--- src/rtl/instr_dispatcher.sv ---
// Issuing end of the ImageProcessor instruction interface: buffers host instructions,
// presents them one at a time on IW and hands each captured result back with valid/ready.
module instr_dispatcher #(
   parameter int unsigned FIFO_DEPTH     = 4,
   parameter int unsigned RESULT_LATENCY = 1,
   parameter int unsigned CNT_W          = 16,
   parameter int unsigned OP_W           = 4,
   parameter int unsigned PIX_W          = 8,
   parameter int unsigned PIX_N          = 4,
   localparam int unsigned CELL_W        = PIX_W * PIX_N,
   localparam int unsigned INSTR_W       = OP_W + 2 * CELL_W
) (
   input  logic               clk,
   input  logic               reset_n,
   input  logic [INSTR_W-1:0] in_instr,
   input  logic               in_valid,
   output logic               in_ready,
   output logic [INSTR_W-1:0] IW,
   input  logic [CELL_W-1:0]  proc_result,
   output logic [CELL_W-1:0]  res_data,
   output logic               res_valid,
   input  logic               res_ready,
   output logic               busy,
   output logic [CNT_W-1:0]   issued_count
);

   localparam int unsigned AW = $clog2(FIFO_DEPTH);
   localparam int unsigned LW = (RESULT_LATENCY > 1) ? $clog2(RESULT_LATENCY) : 1;

   typedef enum logic [1:0] {StIdle, StWait, StHold} state_t;

   logic [INSTR_W-1:0] r_mem [FIFO_DEPTH];
   logic [AW:0]        r_wptr;
   logic [AW:0]        r_rptr;
   state_t             r_state;
   logic [LW-1:0]      r_lat;
   logic [INSTR_W-1:0] r_iw;
   logic [CELL_W-1:0]  r_res_data;
   logic               r_res_valid;
   logic [CNT_W-1:0]   r_issued;

   logic               w_empty;
   logic               w_full;
   logic               w_push;
   logic               w_pop;
   logic [INSTR_W-1:0] w_head;

   // Extra pointer MSB distinguishes full from empty when the index bits match.
   assign w_empty = (r_wptr == r_rptr);
   assign w_full  = (r_wptr[AW] != r_rptr[AW]) && (r_wptr[AW-1:0] == r_rptr[AW-1:0]);
   assign w_push  = in_valid && !w_full;
   assign w_pop   = !w_empty && ((r_state == StIdle) || ((r_state == StHold) && res_ready));
   assign w_head  = r_mem[r_rptr[AW-1:0]];

   always_ff @(posedge clk) begin
      if (w_push) begin
         r_mem[r_wptr[AW-1:0]] <= in_instr;
      end
   end

   always_ff @(posedge clk or negedge reset_n) begin
      if (!reset_n) begin
         r_wptr <= '0;
         r_rptr <= '0;
      end else begin
         if (w_push) r_wptr <= r_wptr + 1'b1;
         if (w_pop)  r_rptr <= r_rptr + 1'b1;
      end
   end

   always_ff @(posedge clk or negedge reset_n) begin
      if (!reset_n) begin
         r_state     <= StIdle;
         r_lat       <= '0;
         r_iw        <= '0;
         r_res_data  <= '0;
         r_res_valid <= 1'b0;
         r_issued    <= '0;
      end else begin
         case (r_state)
            StIdle: begin
               if (!w_empty) begin
                  r_iw     <= w_head;
                  r_issued <= r_issued + CNT_W'(1);
                  r_lat    <= LW'(RESULT_LATENCY - 1);
                  r_state  <= StWait;
               end
            end
            StWait: begin
               if (r_lat != '0) begin
                  r_lat <= r_lat - 1'b1;
               end else begin
                  r_res_data  <= proc_result;
                  r_res_valid <= 1'b1;
                  r_state     <= StHold;
               end
            end
            StHold: begin
               if (res_ready) begin
                  r_res_valid <= 1'b0;
                  // Issue the next instruction in the accept cycle to avoid a bubble.
                  if (!w_empty) begin
                     r_iw     <= w_head;
                     r_issued <= r_issued + CNT_W'(1);
                     r_lat    <= LW'(RESULT_LATENCY - 1);
                     r_state  <= StWait;
                  end else begin
                     r_state <= StIdle;
                  end
               end
            end
            default: r_state <= StIdle;
         endcase
      end
   end

   assign in_ready     = !w_full;
   assign IW           = r_iw;
   assign res_data     = r_res_data;
   assign res_valid    = r_res_valid;
   assign issued_count = r_issued;
   assign busy         = (r_state != StIdle) || !w_empty;

endmodule

--- config.mk ---
export PLATFORM = sky130hd
export DESIGN_NAME = instr_dispatcher
export DESIGN_NICKNAME = d
export VERILOG_FILES = /design/src/rtl/instr_dispatcher.sv
export SDC_FILE = /design/constraint.sdc
export NUM_CORES = 1
export LEC_CHECK = 0
export ABC_AREA = 0
export CORE_ASPECT_RATIO = 0.7
export CORE_MARGIN = 2
export CORE_UTILIZATION = 30
export DETAILED_ROUTE_END_ITERATION = 8
export PLACE_DENSITY = 0.61
export SYNTH_ARGS = -nofsm -noshare
export SYNTH_HDL_FRONTEND = slang
export SYNTH_SLANG_ARGS = --single-unit
--- constraint.sdc ---
create_clock -name clk -period 9.7 [get_ports clk]
set_input_delay 2.425 -clock clk [delete_from_list [all_inputs] [get_ports clk]]
set_output_delay 2.425 -clock clk [all_outputs]
set_load 0.05 [all_outputs]
==> reports/results.ini, run 1 <==
[status]
outcome = complete, no violations

[setup_path]
cp-endpoint = busy
crit_start = r_rptr[0]
path_class = reg -> out
critPathCaptureType = output port
worstPathCellList = xor2_1 -> nor4_1 -> nand2_1 -> clkdlybuf4s50_1
r2r_setup_slack_ps = 6600
critPathArrivalTime_ps = 2790
r2r_end = issued_count[14]
cp-start-kind = flop
regToRegStartpoint = r_rptr[0]
worstPathMaxFanout = 26
ff2ff_path_depth = 5
critPathMaxStageDelay_ps = 820
critPathSlowestCell = clkdlybuf4s50_1
cp_data_required_time_ps = 7280

[drt]
vias = 7756
route.detailed.drc = 0
viasPerCell = 4.384
dr.pass1.iters = 4
wirelength_um = 31920
ant_nets = 0
drt_iter0_markers = 430
routedWlPerCell_um = 18.04

[cts]
cts_buffer_depth = 3
clock_latency_ps = 540
numCtsBuffers = 42
htreeDepth = 2
cts.sinks = 398
cts.clk_slew.worst_paths_ps = 60
ctsResizeCount = 0
clock-root-buffer = clkbuf_16
holdBufCountCts = 0
post_cts_buffers = 0
cts_tree = built

[yosys]
synth-seq-cells = 398
synthesis.area_um2 = 14860
synth-seq-area-share_pct = 76.16
synth_warnings = 0
avgSynthCellArea_um2 = 17.91
synth_area_leaders = edfxtp_1, dfrtp_1, mux4_2
ys.flop_type = edfxtp_1
synthCells = 830
synth_nets = 940
yosysTopAreaCell = edfxtp_1
synth_cell_types = 32
ys_async_sr_fraction_pct = 31.66
synth.top_cell.area_share_pct = 54.95
synth_edf_count = 272

[hold_path]
hp-class = reg -> reg

[power_and_ir_drop]
switching_share_pct = 38.30
power_frac_comb_pct = 39.7
clockPowerShare_pct = 22.7
leakage_uw = 0.007018
p_sw_uw = 2678
seqPwrFrac_pct = 37.6
p_int_uw = 4315
powerDensity_nw_per_um2 = 364.9
peakVddDrop_mv = 0.1971

[die]
num_rows = 68
core_area_um2 = 49090
start_util_pct = 30.28
die_area_um2 = 51370
die_w_um = 270.1
io-pin-count = 223
fp.dieH_um = 190.2

[layout]
final_common_cell = edfxtp_1
area_growth_syn_to_layout_pct = 28.91
finish.utilization_pct = 39.03
layout_common_cells = edfxtp_1, clkdlybuf4s50_1, nand2_1, dfrtp_1, mux4_2
drive_gt1_share_pct = 16.97
final_net_count = 1178

[timing]
final.period_utilization_pct = 53.76
finalSetupTns_ps = 0
skew_ps = 18.28
max_clock_freq_mhz = 191.8
setup_viol = 0
finalMaxSlewViolations = 0
tightest_slew_ps = 1147
post-route-min-period_ps = 5215
slew_headroom_pct = 23.36
hold_viol = 0
rsz0062_at_grt = false

[global_routing]
grt_first_pass_wirelength_um = 49150
grt_antenna_before_repair = 7
grt_max_degree = 83
grt.overflow.total = 0
grt_pass1_vias = 8173
track_usage_pct = 12.47

[placement]
gp_congestion = 0.7638
hpwl_um = 19390
portBuffers = 222

[flow_run]
drv_cap = 0

cell families (layout without fill, tap and decap cells):
kind of cell	count (synthesis)	in the layout	share of synthesized area (%)
DFF	398	398	76.16
buffers and inverters	42	314	1.818
and+or+nand+nor	251	251	6.843
adders and majority gates	6	6	0.5050
xor gates and xnor gates	24	24	1.465
other	0	2	0
muxes	100	100	12.73
AOI/OAI and AO/OA	9	9	0.4799
per-layer routing:
layer,wire (um),global-route usage [%],vias to the layer above
met5,53,0,-
met4,447,2.821,8
met3,2572,4.029,45
met2,14360,18.93,231
met1,14480,17.47,3906
li1,-,-,3566
power by group through the flow:
stage / Sequential (uW) / Clock [uW] / Combinational [uW]
6_report: 2630 / 1590 / 2770
5_1_grt: 2690 / 1720 / 2990
4_1_cts: 2650 / 1640 / 2860
3_5_place_dp: 2680 / 0 / 2850
3_3_place_gp: 2660 / 0 / 2820
2_1_floorplan: 3360 / 0 / 1260
registers in the layout (all words and copies together) (netlist names):
register and cells:
r_wptr 3, r_rptr 3, res_data 32, r_state 2, issued_count 16, r_mem 272
res_valid 1, IW 68, r_lat 1
worst min-delay path by stage:
stage / start / end / slack (ps) / cells past startpoint
after global routing: IW[35] / IW[35] / 500 / 2
after CTS: issued_count[15] / issued_count[15] / 480 / 1
after floorplan: r_state[0] / r_state[1] / 490 / 1
after detailed placement: IW[16] / IW[16] / 470 / 2
after global placement: IW[16] / IW[16] / 460 / 2
final: IW[5] / IW[5] / 480 / 2
worst max-delay path, delay by kind of cell (launching register included):
family,cells,cell delay [ps]
buffers and inverters,1,820
DFF,1,780
xor gates and xnor gates,1,420
and+or+nand+nor,2,230
final cells by class:
cell class,instances,area [um^2]
Antenna cell,2,5.005
Clock buffer,57,1169
Clock inverter,21,207.7
Fill cell,4502,29930
Inverter,5,18.77
Multi-Input combinational cell,390,3311
Sequential cell,398,11330
Tap cell,665,832.0
Timing Repair Buffer,231,2291
Yosys cell counts, types with 2 or more instances:
library cell	number
nand4_1	10
nor3_2	2
dfrtp_1	126
nor4_1	3
xor2_1	7
a21oi_1	2
nand3_1	2
buf_2	15
nor3_1	2
clkbuf_1	8
xnor2_1	16
mux2_2	32
buf_4	3
nor2_1	4
nand2_1	218
ha_1	6
and2_1	4
and3_1	4
buf_6	11
inv_1	5
mux4_2	68
edfxtp_1	272
stage by stage:
stage	instances	power [uW]	hold WS [ps]	cell area [um^2]	setup WS, ps
after floorplan	830	4622	492.8	14860	4798
after CTS	1767	7144	479.7	19160	4416
final	1769	6993	475.2	19160	4485
after detailed placement	1689	5526	466.5	17780	4766
after global placement	1689	5486	462.7	17780	4782
after global routing	1767	7409	498.1	19160	4316
Power figures use the tool's default switching activity.
==> run 2, diff against run 1 <==
clock period = 5.45 ns   (was 9.7 ns; I/O delays follow)
==> reports/results.ini, run 2 (synthesized netlist as in run 1, its figures left out) <==
[timing]
slew_headroom_pct = 36.39  ; was 23.36%
rsz0062_at_grt = false  ; unchanged
setup_viol = 0  ; unchanged
tightest_slew_ps = 954.2  ; was 1147 ps
post-route-min-period_ps = 4182
skew_ps = 23.07  ; was 18.28 ps
final.period_utilization_pct = 76.74
hold_viol = 0  ; unchanged
worst_slack_ps = 1268  ; was 4485 ps
max_clock_freq_mhz = 239.1
finalSetupTns_ps = 0  ; unchanged
finalMaxSlewViolations = 0  ; unchanged

[power_and_ir_drop]
peakVddDrop_mv = 0.4031  ; was 0.1971 mV
powerDensity_nw_per_um2 = 651.1  ; was 364.9 nW/um^2
leakage_uw = 0.007006  ; was 0.007018 uW
p_total_uw = 12460  ; was 6993 uW

[layout]
finalInstanceArea_um2 = 19140  ; was 19160 um^2
drive_gt1_share_pct = 16.74  ; was 16.97%
area_growth_syn_to_layout_pct = 28.75  ; was 28.91%
largest_register_ffs = 272  ; unchanged
final_cells = 1771  ; was 1769
n_fill_cell = 4490  ; was 4502
final_net_count = 1183  ; was 1178
multiInputGateArea_um2 = 3311  ; unchanged
final_common_cell = edfxtp_1  ; unchanged
regArea_um2 = 11330  ; unchanged
layout_common_cells = edfxtp_1, clkdlybuf4s50_1, nand2_1, dfrtp_1, mux4_2  ; unchanged

[placement]
hpwl_um = 20600  ; was 19390 um
dpl_cell_area_um2 = 17830  ; was 17780 um^2
place_ws_ps = 1465  ; was 4766 ps
dpl.cell_count = 1695  ; was 1689
gp_congestion = 0.7709  ; was 0.7638
portBuffers = 222  ; unchanged

[die]
fp.dieH_um = 190.2  ; unchanged
core_area_um2 = 49090  ; unchanged
io-pin-count = 223  ; unchanged
start_util_pct = 30.28  ; unchanged
die_w_um = 270.1  ; unchanged
die_area_um2 = 51370  ; unchanged
num_rows = 68  ; unchanged

[setup_path]
r2r_setup_slack_ps = 2200  ; was 6600 ps
worstPathMaxFanout = 30  ; was 26
critPathCaptureType = output port  ; unchanged
r2r_end = r_mem[2][46]  ; was issued_count[14]
path_class = reg -> out  ; unchanged
regToRegStartpoint = r_rptr[0]  ; unchanged
cp-start-kind = flop  ; unchanged
critPathArrivalTime_ps = 2820  ; was 2790 ps
ff2ff_path_depth = 5  ; unchanged
cp_data_required_time_ps = 4090  ; was 7280 ps

[global_routing]
grt.overflow.total = 0  ; unchanged
grt_first_pass_wirelength_um = 50080  ; was 49150 um
grt_max_degree = 83  ; unchanged
track_usage_pct = 12.80  ; was 12.47%
grt_pass1_vias = 8150  ; was 8173
grt_antenna_before_repair = 2  ; was 7

[cts]
cts_tree = built  ; unchanged
ctsResizeCount = 0  ; unchanged
cts.clk_slew.worst_paths_ps = 60  ; about the same
clock-root-buffer = clkbuf_16  ; unchanged
numCtsBuffers = 40  ; was 42
clock_latency_ps = 550  ; was 540 ps
cts_buffer_depth = 3  ; unchanged
holdBufCountCts = 0  ; unchanged
post_cts_buffers = 0  ; unchanged
htreeDepth = 2  ; unchanged
cts.sinks = 398  ; unchanged

[drt]
ant_nets = 0  ; unchanged
drt_iter0_markers = 543  ; was 430
dr.pass1.iters = 4  ; unchanged
wirelength_um = 33040  ; was 31920 um
routedWlPerCell_um = 18.65  ; was 18.04 um
route.detailed.drc = 0  ; unchanged
viasPerCell = 4.402  ; was 4.384
vias = 7796  ; was 7756

[hold_path]
min_to = IW[35]  ; was IW[5]
worstHoldStart = IW[35]  ; was IW[5]
worstHoldPathCells = 2  ; unchanged
hp-class = reg -> reg  ; unchanged

[status]
outcome = complete, no violations  ; unchanged

[flow_run]
drv_cap = 0  ; unchanged

-- run 2: cell count changes in the layout (fill, tap and decap cells not counted) --
cell       change
clkinv_1       +8
clkbuf_16      -3
clkbuf_1       -3
clkinv_2       -6
diode_2        -1
buf_8          +1
clkinv_4       +2
clkinv_8       -1
buf_4          +6
bufinv_16      +1
inv_6          +1
inv_16         +1
clkbuf_8       -4
-- run 2: layer usage --
| metal | up-vias | track usage (%) | share of wire [%] |
|---|---|---|---|
| li1 | 3566 | - | - |
| met1 | 3943 | 18.55 | 46 |
| met2 | 238 | 19.65 | 45 |
| met3 | 49 | 2.921 | 7.2 |
| met4 | 0 | 2.906 | 1.6 |
| met5 | - | 0 | 0 |
-- run 2: worst max-delay path by stage --
stage	start	endpoint	slack, ps	cells past startpoint
2_1_floorplan	in_valid	r_mem[3][0]	1610	3
3_3_place_gp	in_valid	r_mem[2][38]	1530	5
3_5_place_dp	in_valid	r_mem[2][38]	1460	5
4_1_cts	r_rptr[1]	busy	1220	4
5_1_grt	r_rptr[0]	in_ready	1100	4
6_report	r_rptr[1]	busy	1270	4
-- run 2: per-stage QoR --
step	utilization (%)	hold slack (ps)
after floorplan	-	492.8
after global placement	36.31	458.0
after detailed placement	36.31	462.1
after CTS	38.95	479.5
after global routing	38.98	501.8
final	38.98	474.1
-- run 2: final cells by class --
cell class                 count  share of cell area, %
antenna                        1                0.01308
clock buffer                  47                  5.367
clock inverter                27                  1.399
inverter                       5                0.09806
multi-input combinational    390                  17.30
sequential                   398                  59.19
tap                          665                  4.348
timing repair buffer         238                  12.28
-- run 2: critical path, stage by stage, from the launching register on --
cell	delay, ps
dfrtp_4	770
xor2_1	250
nor4_1	400
nand2_1	120
clkdlybuf4s50_1	730
-- run 2: power breakdown --
group / leakage [uW] / internal (uW) / switching (uW) / total [uW]
Sequential: 0.00403 / 4210 / 413 / 4630
Combinational: 0.00235 / 1840 / 3260 / 5100
Clock: 0.000625 / 1560 / 1180 / 2730
==> run 3, diff against run 2 <==
clock period = 4.1 ns   (was 5.45 ns; I/O delays follow)
==> reports/results.ini, run 3 (synthesized netlist as in run 1, its figures left out) <==
[placement]
place_ws_ps = 912.0  ; was 1465 ps
hpwl_um = 19210  ; was 20600 um
portBuffers = 222  ; unchanged
gp_congestion = 0.7619  ; was 0.7709
dpl_cell_area_um2 = 17880  ; was 17830 um^2

[die]
die_area_um2 = 51370  ; unchanged
num_rows = 68  ; unchanged
io-pin-count = 223  ; unchanged
core_area_um2 = 49090  ; unchanged
fp.dieH_um = 190.2  ; unchanged
start_util_pct = 30.28  ; unchanged
die_w_um = 270.1  ; unchanged

[timing]
tightest_slew_ps = 1113  ; was 954.2 ps
worst_slack_ps = 625.7  ; was 1268 ps
finalSetupTns_ps = 0  ; unchanged
finalMaxSlewViolations = 0  ; unchanged
final.period_utilization_pct = 84.74
slew_headroom_pct = 25.83  ; was 36.39%
skew_ps = 15.84  ; was 23.07 ps
hold_viol = 0  ; unchanged
max_clock_freq_mhz = 287.8
setup_viol = 0  ; unchanged
rsz0062_at_grt = false  ; unchanged
post-route-min-period_ps = 3474

[drt]
ant_nets = 0  ; unchanged
vias = 7802  ; was 7796
routedWlPerCell_um = 18.23  ; was 18.65 um
drt_iter0_markers = 537  ; was 543
route.detailed.drc = 0  ; unchanged
wirelength_um = 32280  ; was 33040 um
dr.pass1.iters = 5  ; was 4
viasPerCell = 4.405  ; was 4.402

[cts]
clock-root-buffer = clkbuf_16  ; unchanged
numCtsBuffers = 41  ; was 40
cts_buffer_depth = 3  ; unchanged
post_cts_buffers = 0  ; unchanged
cts_tree = built  ; unchanged
htreeDepth = 2  ; unchanged
ctsResizeCount = 0  ; unchanged
cts.clk_slew.worst_paths_ps = 60  ; about the same
clock_latency_ps = 550  ; about the same
holdBufCountCts = 0  ; unchanged
cts.sinks = 398  ; unchanged

[setup_path]
critPathBufInv = 1  ; unchanged
cp_top_family = buffers and inverters  ; was flip-flops
r2r_setup_slack_ps = 1390  ; was 2200 ps
path_class = reg -> out  ; unchanged
regToRegStartpoint = r_rptr[0]  ; unchanged
critPathMaxStageDelay_ps = 720  ; was 770 ps
cp-start-kind = flop  ; unchanged
critPathArrivalTime_ps = 2450  ; was 2820 ps
worstPathMaxFanout = 5  ; was 30
crit_start = r_wptr[2]  ; was r_rptr[1]
r2r_end = IW[38]  ; was r_mem[2][46]
cp_data_required_time_ps = 3070  ; was 4090 ps
worstPathCellList = xor2_2 -> nor4_1 -> nand2_1 -> clkdlybuf4s50_1  ; was xor2_1 -> nor4_1 -> nand2_1 -> clkdlybuf4s50_1
critPathCaptureType = output port  ; unchanged
critPathSlowestCell = clkdlybuf4s50_1  ; was dfrtp_4
ff2ff_path_depth = 5  ; unchanged
crit_cells = 4  ; unchanged
cp-endpoint = busy  ; unchanged

[power_and_ir_drop]
switching_share_pct = 38.01  ; was 38.93%
power_frac_comb_pct = 40.5  ; was 40.9%
p_sw_uw = 6420  ; was 4851 uW
clockPowerShare_pct = 23.4  ; was 21.9%
p_int_uw = 10470  ; was 7610 uW
powerDensity_nw_per_um2 = 873.9  ; was 651.1 nW/um^2
peakVddDrop_mv = 0.6600  ; was 0.4031 mV
seqPwrFrac_pct = 36.0  ; was 37.1%
p_total_uw = 16890  ; was 12460 uW
leakage_uw = 0.007095  ; was 0.007006 uW

[global_routing]
grt_pass1_vias = 8140  ; was 8150
grt.overflow.total = 0  ; unchanged
grt_antenna_before_repair = 5  ; was 2
grt_first_pass_wirelength_um = 49410  ; was 50080 um
track_usage_pct = 12.63  ; was 12.80%
grt_max_degree = 94  ; was 83

[status]
outcome = complete, no violations  ; unchanged

[flow_run]
drv_cap = 0  ; unchanged

[layout]
drive_gt1_share_pct = 17.38  ; was 16.74%
final_common_cell = edfxtp_1  ; unchanged
finalInstanceArea_um2 = 19330  ; was 19140 um^2
largest_register_ffs = 272  ; unchanged
finish.utilization_pct = 39.37  ; was 38.98%
final_net_count = 1182  ; was 1183
area_growth_syn_to_layout_pct = 30.03  ; was 28.75%
layout_common_cells = edfxtp_1, clkdlybuf4s50_1, nand2_1, dfrtp_1, mux4_2  ; unchanged

[hold_path]
hp-class = reg -> reg  ; unchanged

-- run 3: cell count changes in the layout (fill, tap and decap cells not counted), sizes merged --
cell,change
buf,-2
clkinvlp,-1
bufinv,+3
clkbuf,+5
clkinv,-4
inv,-1
-- run 3: worst min-delay path by stage --
stage                           from               end  depth (start not counted)
floorplan                 r_state[0]        r_state[1]                          1
global placement              IW[35]            IW[35]                          2
detailed placement            IW[64]            IW[64]                          2
CTS                 issued_count[15]  issued_count[15]                          1
global route        issued_count[15]  issued_count[15]                          1
finish                        IW[52]            IW[52]                          2
-- run 3: layout make-up --
class / instances / area [um^2]
repair buffers: 236 / 2391
fillers: 4512 / 29760
clock buffers: 52 / 1119
diodes: 1 / 2.502
clock inverters: 24 / 326.6
inverters: 5 / 18.77
multi-input cells: 390 / 3311
well taps: 665 / 832.0
flip-flops and latches: 398 / 11330
-- run 3: stage by stage --
step,cells,hold slack (ps)
after floorplan,830,492.8
after global placement,1694,456.4
after detailed placement,1694,461.9
after CTS,1770,475.4
after global routing,1770,484.5
final,1771,473.3
-- run 3: routing by layer --
metal | vias to the layer above | global-route usage [%] | part of all wire, %
li1 | 3566 | - | -
met1 | 3930 | 17.91 | 47
met2 | 246 | 19.19 | 44
met3 | 54 | 3.677 | 7.5
met4 | 6 | 2.991 | 1.6
met5 | - | 0 | 0.11
-- run 3: worst register-to-register path: stages, from the launching register on --
cell and delay (ps):
dfrtp_4 420, buf_4 590, buf_4 800, mux4_2 660, nand2_1 90, nand2_1 50
-- run 3: power groups by stage --
stage                     Combinational (uW)  Sequential [uW]  Clock (uW)
after floorplan                         2990             7950           0
after global placement                  6940             6150           0
after detailed placement                7000             6180           0
after CTS                               7030             6110        4090
after global routing                    7430             6210        4250
final                                   6850             6090        3950
